## src/rtl/cmplx_mult_stream_if.sv

```systemverilog
// ---------------------------------------------------------------------------
// cmplx_mult_stream_if
// Streaming bus for the complex multiplier: an input side (operand pair +
// conjugate flag under valid/ready) and an output side (product + element
// index/last tag under valid/ready).
//
// Parameters
//   W      width of each signed real/imag component
//   IDX_W  width of the element index tag
//
// Modports
//   slave  : the multiplier (consumes operands, produces products)
//   master : the environment (produces operands, consumes products)
// ---------------------------------------------------------------------------
interface cmplx_mult_stream_if #(
  parameter int W     = 16,
  parameter int IDX_W = 4
);
  logic                in_valid;
  logic                in_ready;
  logic signed [W-1:0] a_re;
  logic signed [W-1:0] a_im;
  logic signed [W-1:0] b_re;
  logic signed [W-1:0] b_im;
  logic                conj_b;

  logic                out_valid;
  logic                out_ready;
  logic signed [W-1:0] p_re;
  logic signed [W-1:0] p_im;
  logic [IDX_W-1:0]    p_idx;
  logic                p_last;

  modport slave (
    input  in_valid, a_re, a_im, b_re, b_im, conj_b, out_ready,
    output in_ready, out_valid, p_re, p_im, p_idx, p_last
  );

  modport master (
    output in_valid, a_re, a_im, b_re, b_im, conj_b, out_ready,
    input  in_ready, out_valid, p_re, p_im, p_idx, p_last
  );
endinterface

```

## src/rtl/cmplx_mult_stream.sv

```systemverilog
// ---------------------------------------------------------------------------
// cmplx_mult_stream
// Three-stage pipelined fixed-point complex multiplier for the DFT datapath.
// Accepts one complex pair per cycle, optionally conjugates B, scales the
// product by 2^-FRAC with optional round-half-up, saturates to W bits and
// tags each result with its element index within a FRAME-point vector.
//
// Parameters
//   W      signed component width (inputs and outputs)
//   FRAC   fractional bits removed from the full-precision product
//   FRAME  elements per vector (>= 2)
//   ROUND  1 = round half up before scaling, 0 = truncate toward -inf
//
// Ports
//   clk    rising-edge clock
//   rst_n  asynchronous active-low reset
//   clear  synchronous clear of the index counter and the ovf flag
//   ovf    sticky flag, set when any result component saturated
//   bus    slave side of cmplx_mult_stream_if (operands in, products out)
// ---------------------------------------------------------------------------
module cmplx_mult_stream #(
  parameter int W     = 16,
  parameter int FRAC  = 15,
  parameter int FRAME = 16,
  parameter int ROUND = 1
) (
  input  logic               clk,
  input  logic               rst_n,
  input  logic               clear,
  output logic               ovf,
  cmplx_mult_stream_if.slave bus
);

  localparam int IDX_W = $clog2(FRAME);
  localparam int SW    = 2 * W + 1;

  localparam logic signed [SW-1:0] SAT_MAX = {{(W + 2){1'b0}}, {(W - 1){1'b1}}};
  localparam logic signed [SW-1:0] SAT_MIN = {{(W + 2){1'b1}}, {(W - 1){1'b0}}};
  localparam int                   RND_SH  = (FRAC > 0) ? FRAC - 1 : 0;
  localparam logic signed [SW-1:0] RND_ONE = SW'(1);
  localparam logic signed [SW-1:0] RND_K   = (ROUND != 0 && FRAC > 0) ? (RND_ONE <<< RND_SH) : '0;

  // Optional round-half-up followed by the arithmetic scale by 2^-FRAC.
  function automatic logic signed [SW-1:0] scale(input logic signed [SW-1:0] x);
    logic signed [SW-1:0] t;
    t = x + RND_K;
    return t >>> FRAC;
  endfunction

  function automatic logic clips(input logic signed [SW-1:0] x);
    return (x > SAT_MAX) || (x < SAT_MIN);
  endfunction

  function automatic logic signed [W-1:0] sat(input logic signed [SW-1:0] x);
    if (x > SAT_MAX) return SAT_MAX[W-1:0];
    if (x < SAT_MIN) return SAT_MIN[W-1:0];
    return x[W-1:0];
  endfunction

  // Flow control: every stage moves together whenever the output register
  // is empty or being drained this cycle.
  logic adv;
  logic accept;

  assign adv          = !vld_p2 || bus.out_ready;
  assign accept       = bus.in_valid && adv;
  assign bus.in_ready = adv;

  // Index assignment. A clear in the same cycle as an acceptance gives the
  // accepted beat index 0, so the counter moves on from 0 rather than from
  // its stale value.
  logic [IDX_W-1:0] idx_cnt;
  logic [IDX_W-1:0] idx_cur;
  logic [IDX_W-1:0] idx_next;
  logic             last_cur;

  assign idx_cur  = clear ? '0 : idx_cnt;
  assign last_cur = (idx_cur == IDX_W'(FRAME - 1));
  assign idx_next = last_cur ? '0 : idx_cur + IDX_W'(1);

  // Pipeline registers
  logic                   vld_p0;
  logic signed [W-1:0]    a_re_p0;
  logic signed [W-1:0]    a_im_p0;
  logic signed [W-1:0]    b_re_p0;
  logic signed [W-1:0]    b_im_p0;
  logic                   conj_p0;
  logic [IDX_W-1:0]       idx_p0;
  logic                   last_p0;

  logic                   vld_p1;
  logic signed [2*W-1:0]  prod_rr_p1;
  logic signed [2*W-1:0]  prod_ii_p1;
  logic signed [2*W-1:0]  prod_ri_p1;
  logic signed [2*W-1:0]  prod_ir_p1;
  logic                   conj_p1;
  logic [IDX_W-1:0]       idx_p1;
  logic                   last_p1;

  logic                   vld_p2;
  logic signed [W-1:0]    re_p2;
  logic signed [W-1:0]    im_p2;
  logic [IDX_W-1:0]       idx_p2;
  logic                   last_p2;

  // Sum / scale / saturate feeding the output register
  logic signed [SW-1:0] rr_x;
  logic signed [SW-1:0] ii_x;
  logic signed [SW-1:0] ri_x;
  logic signed [SW-1:0] ir_x;
  logic signed [SW-1:0] sum_re;
  logic signed [SW-1:0] sum_im;
  logic signed [SW-1:0] scl_re;
  logic signed [SW-1:0] scl_im;
  logic                 clip_re;
  logic                 clip_im;

  assign rr_x    = SW'(prod_rr_p1);
  assign ii_x    = SW'(prod_ii_p1);
  assign ri_x    = SW'(prod_ri_p1);
  assign ir_x    = SW'(prod_ir_p1);
  assign sum_re  = conj_p1 ? (rr_x + ii_x) : (rr_x - ii_x);
  assign sum_im  = conj_p1 ? (ir_x - ri_x) : (ri_x + ir_x);
  assign scl_re  = scale(sum_re);
  assign scl_im  = scale(sum_im);
  assign clip_re = clips(scl_re);
  assign clip_im = clips(scl_im);

  // Control path and output register (reset to a known, quiet state)
  always_ff @(posedge clk or negedge rst_n) begin
    if (!rst_n) begin
      vld_p0  <= 1'b0;
      vld_p1  <= 1'b0;
      vld_p2  <= 1'b0;
      idx_cnt <= '0;
      ovf     <= 1'b0;
      re_p2   <= '0;
      im_p2   <= '0;
      idx_p2  <= '0;
      last_p2 <= 1'b0;
    end else begin
      if (adv) begin
        vld_p0 <= accept;
        vld_p1 <= vld_p0;
        vld_p2 <= vld_p1;
      end

      if (accept)     idx_cnt <= idx_next;
      else if (clear) idx_cnt <= '0;

      // A saturating beat landing in the same cycle as clear wins.
      if (adv && vld_p1 && (clip_re || clip_im)) ovf <= 1'b1;
      else if (clear)                            ovf <= 1'b0;

      // ---- stage p2: scaled, saturated result ----
      if (adv && vld_p1) begin
        re_p2   <= sat(scl_re);
        im_p2   <= sat(scl_im);
        idx_p2  <= idx_p1;
        last_p2 <= last_p1;
      end
    end
  end

  // Datapath registers (no reset; qualified by the travelling valid bits)
  always_ff @(posedge clk) begin
    if (adv) begin
      // ---- stage p0: captured operands and index tag ----
      a_re_p0 <= bus.a_re;
      a_im_p0 <= bus.a_im;
      b_re_p0 <= bus.b_re;
      b_im_p0 <= bus.b_im;
      conj_p0 <= bus.conj_b;
      idx_p0  <= idx_cur;
      last_p0 <= last_cur;

      // ---- stage p1: four partial products ----
      prod_rr_p1 <= (2*W)'(a_re_p0) * (2*W)'(b_re_p0);
      prod_ii_p1 <= (2*W)'(a_im_p0) * (2*W)'(b_im_p0);
      prod_ri_p1 <= (2*W)'(a_re_p0) * (2*W)'(b_im_p0);
      prod_ir_p1 <= (2*W)'(a_im_p0) * (2*W)'(b_re_p0);
      conj_p1    <= conj_p0;
      idx_p1     <= idx_p0;
      last_p1    <= last_p0;
    end
  end

  assign bus.out_valid = vld_p2;
  assign bus.p_re      = re_p2;
  assign bus.p_im      = im_p2;
  assign bus.p_idx     = idx_p2;
  assign bus.p_last    = last_p2;

endmodule

```

## src/flat_wrapper.sv

```systemverilog
// flat-port wrapper written by rule: the top's interface ports become plain ports
module cmplx_mult_stream_flat 
#(
  parameter int W     = 16,
  parameter int FRAC  = 15,
  parameter int FRAME = 16,
  parameter int ROUND = 1
)
  (clk, rst_n, clear, ovf, bus_in_valid, bus_a_re, bus_a_im, bus_b_re, bus_b_im, bus_conj_b, bus_out_ready, bus_in_ready, bus_out_valid, bus_p_re, bus_p_im, bus_p_idx, bus_p_last);
  cmplx_mult_stream_if #(.W(W), .IDX_W(4)) bus_i ();
  input  logic clk;
  input  logic rst_n;
  input  logic clear;
  output logic ovf;
  input wire logic [$bits(bus_i.in_valid)-1:0] bus_in_valid;
  input wire logic [$bits(bus_i.a_re)-1:0] bus_a_re;
  input wire logic [$bits(bus_i.a_im)-1:0] bus_a_im;
  input wire logic [$bits(bus_i.b_re)-1:0] bus_b_re;
  input wire logic [$bits(bus_i.b_im)-1:0] bus_b_im;
  input wire logic [$bits(bus_i.conj_b)-1:0] bus_conj_b;
  input wire logic [$bits(bus_i.out_ready)-1:0] bus_out_ready;
  output wire logic [$bits(bus_i.in_ready)-1:0] bus_in_ready;
  output wire logic [$bits(bus_i.out_valid)-1:0] bus_out_valid;
  output wire logic [$bits(bus_i.p_re)-1:0] bus_p_re;
  output wire logic [$bits(bus_i.p_im)-1:0] bus_p_im;
  output wire logic [$bits(bus_i.p_idx)-1:0] bus_p_idx;
  output wire logic [$bits(bus_i.p_last)-1:0] bus_p_last;
  assign bus_i.in_valid = bus_in_valid;
  assign bus_i.a_re = bus_a_re;
  assign bus_i.a_im = bus_a_im;
  assign bus_i.b_re = bus_b_re;
  assign bus_i.b_im = bus_b_im;
  assign bus_i.conj_b = bus_conj_b;
  assign bus_i.out_ready = bus_out_ready;
  assign bus_in_ready = bus_i.in_ready;
  assign bus_out_valid = bus_i.out_valid;
  assign bus_p_re = bus_i.p_re;
  assign bus_p_im = bus_i.p_im;
  assign bus_p_idx = bus_i.p_idx;
  assign bus_p_last = bus_i.p_last;
  cmplx_mult_stream #(.W(W), .FRAC(FRAC), .FRAME(FRAME), .ROUND(ROUND)) u_core (.clk(clk), .rst_n(rst_n), .clear(clear), .ovf(ovf), .bus(bus_i));
endmodule
```

## config.mk

```make
export PLATFORM = sky130hd
export DESIGN_NAME = cmplx_mult_stream_flat
export DESIGN_NICKNAME = d
export VERILOG_FILES = /design/src/rtl/cmplx_mult_stream_if.sv /design/src/rtl/cmplx_mult_stream.sv /design/src/flat_wrapper.sv
export SDC_FILE = /design/constraint.sdc
export NUM_CORES = 2
export LEC_CHECK = 0
export CAP_MARGIN = 20
export CORE_MARGIN = 4
export CORE_UTILIZATION = 45
export CTS_BUF_LIST = sky130_fd_sc_hd__clkbuf_16
export CTS_CLUSTER_SIZE = 12
export DETAILED_ROUTE_END_ITERATION = 6
export PLACE_DENSITY_LB_ADDON = 0.3
export SETUP_SLACK_MARGIN = 0.1
export SLEW_MARGIN = 20
export SYNTH_ARGS = -nofsm -noshare
export SYNTH_HDL_FRONTEND = slang
export SYNTH_SLANG_ARGS = --single-unit
```

## constraint.sdc

```tcl
create_clock -name clk -period 10.5 [get_ports clk]
set_input_delay 1.575 -clock clk [delete_from_list [all_inputs] [get_ports clk]]
set_output_delay 1.575 -clock clk [all_outputs]
set_load 0.03 [all_outputs]
```

==> impl_results.md <==
* TritonCTS Sinks at 249
* Period utilisation layout at 80.39%
* Setup repair after global routing missed its margin: no
* Result of the run: completed
* Clock-pin transition on the worst setup and hold timing paths at roughly 0.070 ns
* HPWL after detailed placement at between 100000 and 150000 microns
* Clock latency at the later pin of the worst-skew pair at 0.62 ns
* Hold Crit Class: flop to flop
* Arrival @ worst endpoint at around 8.8 ns
* Summed instance area of the synthesized netlist at about 52000 sq um
* # diodes at 0
* Nets at between 6000 and 7000
* Number of setup violations in the final report at 0
* Die Area at roughly 120000 sq um
* Layout cell share with drive strength beyond 1 at 3.012%
* Hold slack at approximately 0.42 ns
* Slowest stage delay, CP at between 0.8 and 0.9 ns
* Max-Cap Viols at 0
* Fraction of registers with async set/reset at 18.07%
* Hold violation total from the final report at 0
* Clock Root Buffer: sky130_fd_sc_hd__clkbuf_16
* Std cell rows at about 120
* Max-slew headroom at between 20 and 30%
* Worst hold path startpoint: u_core.idx_p0[2]$_DFFE_PN_
* Launching instance or port of the critical path: u_core.a_im_p0[9]$_DFFE_PN_
* Unique cell type count in the Yosys netlist at 88
* Setup TNS Final at 0 ns
* EDFF count, synth at between 200 and 250
* Post-synthesis net count at 6968
* Total GRT Usage at 22.93%
* Register bit count reported by yosys at roughly 250
* Dominant register cell in the synthesized netlist: sky130_fd_sc_hd__edfxtp_1
* Port-buffer cells at between 100 and 150
* Count of TritonRoute iterations in the first routing pass at 5
* Number of instances in the synthesized netlist at 5455
* Highest routing layer actually used: met5
* Vertical die dimension at about 350 microns
* Worst clock skew at 0.03422 ns
* Initial core utilization at roughly 45%
* Launching element type of the critical path: flop
* Setup repair bufs after CTS at 0
* Number of CTS-inserted buffers at 36
* Die width at between 300 and 400 microns
* Wire length on met3 at 9351 microns
* Final slew viol count at 0
* Number of top-level design ports at 110
* TritonCTS clock tree: built
* CP Capture Type: flop
* Largest net degree at the start of global routing at 80
* CTS Hold Bufs at 0
* Most Frequent Cell on Critical Path: sky130_fd_sc_hd__fa_1
* Post-cts repair resize count at 0
* Wire length of the first global-routing pass at 218200 microns
* Vias in the first global route at 39010
* Final min period at around 8.4 ns
* Number of antenna violations at the first check in global routing at 9
* Area growth from synthesis to layout at 7.424%
* Setup Crit Path Kind: flop to flop
* Total congestion overflow after global routing at 0
* DRC viols at 0
* Peak Freq at 118.5 MHz
* Antenna-violating nets left at 0
* Pre-CTS setup slack at roughly 2.2 ns
* Final Wtd Congestion at approximately 0.93
* Final WS setup at roughly 2.1 ns
* Routed wire length at around 130000 microns
* Finished layout cell area at about 56000 sq um
* DRT iter0 DRCs at between 2000 and 3000
* Required time at the endpoint of the critical path at approximately 11 ns
* Total number of vias at 36930
* Placed Instance Area at 54650 sq um
* Clock Path Buffers at 3
* H-tree Lvls at 2
* Worst-margin pin slew at approximately 1.1 ns
* Placeable core region at 114500 sq um
* Slowest stage cell on the critical path: sky130_fd_sc_hd__edfxtp_1
* Worst-path maximum fanout at 18
* M1 WL at slightly below 60000 microns
* Number of warning messages in the yosys log at 0
* Routed met2 length at just over 60000 microns
* Crit Reg-Reg Startpoint: u_core.a_im_p0[9]$_DFFE_PN_
* Via-per-instance ratio at 5.283
* Sequential element share of the synthesized area at 13.96%
* Per-instance average area after synthesis at around 9.5 sq um
* Post-DR wirelength/cell at 19.04 microns
worst max-delay path: cells and delay by family, from the launching register on:
family | cells | cell delay (ns)
buffers and inverters | 6 | 0.59
flip-flops | 1 | 0.85
AO/OA/AOI/OAI | 8 | 2.63
adder cells (fa/ha/maj) | 7 | 3.37
XOR/XNOR | 1 | 0.18
AND/OR/NAND/NOR | 3 | 0.55
per-stage QoR:
stage | util (%) | instances
global route | 48.75 | 6990
floorplan | - | 5455
global placement | 47.73 | 6924
CTS | 48.72 | 6989
detailed placement | 47.73 | 6924
finish | 48.75 | 6990
cell usage in the layout (no fill, tap or decap), types with 16 or more instances in the layout:
cell	n
sky130_fd_sc_hd__nor2b_1	22
sky130_fd_sc_hd__o21ai_0	75
sky130_fd_sc_hd__a21o_1	57
sky130_fd_sc_hd__o31ai_1	16
sky130_fd_sc_hd__clkbuf_16	37
sky130_fd_sc_hd__fa_1	1048
sky130_fd_sc_hd__inv_1	1163
sky130_fd_sc_hd__ha_1	395
sky130_fd_sc_hd__edfxtp_1	204
sky130_fd_sc_hd__o21bai_1	30
sky130_fd_sc_hd__or3_1	18
sky130_fd_sc_hd__nand3_1	57
sky130_fd_sc_hd__nand2b_1	79
sky130_fd_sc_hd__xor2_1	77
sky130_fd_sc_hd__and3_1	21
sky130_fd_sc_hd__xnor2_1	183
sky130_fd_sc_hd__and2_1	405
sky130_fd_sc_hd__dfrtp_1	45
sky130_fd_sc_hd__buf_4	74
sky130_fd_sc_hd__nor3_1	50
sky130_fd_sc_hd__nand2_1	704
sky130_fd_sc_hd__nor2_1	137
sky130_fd_sc_hd__a21oi_1	189
sky130_fd_sc_hd__clkdlybuf4s50_1	108
sky130_fd_sc_hd__nand4_1	21
synth_stat cells (8+ instances only):
cell type	n	area share (%)
sky130_fd_sc_hd__a2111oi_0	11	0.19
sky130_fd_sc_hd__a211oi_1	15	0.22
sky130_fd_sc_hd__a21o_1	57	0.82
sky130_fd_sc_hd__a21oi_1	189	1.8
sky130_fd_sc_hd__a31oi_1	11	0.13
sky130_fd_sc_hd__and2_1	405	4.9
sky130_fd_sc_hd__and3_1	21	0.25
sky130_fd_sc_hd__and4_1	8	0.13
sky130_fd_sc_hd__clkbuf_1	222	1.6
sky130_fd_sc_hd__dfrtp_1	45	2.2
sky130_fd_sc_hd__edfxtp_1	204	12
sky130_fd_sc_hd__fa_1	1048	40
sky130_fd_sc_hd__ha_1	395	9.5
sky130_fd_sc_hd__inv_1	1155	8.3
sky130_fd_sc_hd__nand2_1	705	5.1
sky130_fd_sc_hd__nand2b_1	80	0.96
sky130_fd_sc_hd__nand3_1	57	0.55
sky130_fd_sc_hd__nand4_1	21	0.25
sky130_fd_sc_hd__nor2_1	137	0.99
sky130_fd_sc_hd__nor2b_1	22	0.26
sky130_fd_sc_hd__nor3_1	50	0.48
sky130_fd_sc_hd__nor4_1	15	0.18
sky130_fd_sc_hd__o21a_1	13	0.19
sky130_fd_sc_hd__o21ai_0	75	0.72
sky130_fd_sc_hd__o21ai_1	11	0.11
sky130_fd_sc_hd__o21bai_1	30	0.43
sky130_fd_sc_hd__o31ai_1	16	0.23
sky130_fd_sc_hd__or2_2	11	0.13
sky130_fd_sc_hd__or3_1	18	0.22
sky130_fd_sc_hd__xnor2_1	183	3.1
sky130_fd_sc_hd__xor2_1	77	1.3
sequential cells by signal (all words and copies together), names as in the netlist, 32 cells and up:
name and count:
u_core.prod_ir_p1 32, u_core.prod_rr_p1 32, u_core.prod_ri_p1 32, u_core.prod_ii_p1 32
path summary, 6_finish.rpt:
kind                                                         to  slack [ns]  cells after the start
worst max-delay path            u_core.prod_ir_p1[31]$_DFFE_PN_        2.06                     25
worst min-delay path                 u_core.idx_p1[2]$_DFFE_PN_        0.42                      0
worst max register to register  u_core.prod_ir_p1[31]$_DFFE_PN_        2.06                     25
worst min register to register       u_core.idx_p1[2]$_DFFE_PN_        0.42                      0
max in group asynchronous        u_core.bus.p_re[3]$_DFFE_PN0P_        9.10                      1
min in group asynchronous        u_core.bus.p_im[8]$_DFFE_PN0P_        0.97                      1
metal layers:
| layer | track usage, % | vias to the layer above |
|---|---|---|
| met5 | 0 | - |
| li1 | - | 16720 |
| met3 | 3.775 | 207 |
| met1 | 32.06 | 18850 |
| met4 | 7.264 | 4 |
| met2 | 36.78 | 1155 |
area by class of cell:
cell class                 instances  area, sq um
multi-input combinational       3826        39540
timing repair buffer             183         1664
clock inverter                    28        211.5
sequential                       249         7252
inverter                        1155         4335
tap                             1512         1892
fill                           10760        58680
clock buffer                      37        925.9
kinds of logic after synthesis:
kind of cell | after synthesis | share of synthesized area, %
adder cells (fa/ha/maj) | 1443 | 49.89
buffers and inverters | 1380 | 9.972
multiplexers | 10 | 0.1999
flip-flops | 249 | 13.96
AND/OR/NAND/NOR | 1589 | 15.02
XOR/XNOR | 261 | 4.428
AO/OA/AOI/OAI | 523 | 6.531
Power is left out: the tool's default activity adds up to more than one toggle a clock period on the data nets, which glitch-free logic cannot reach.
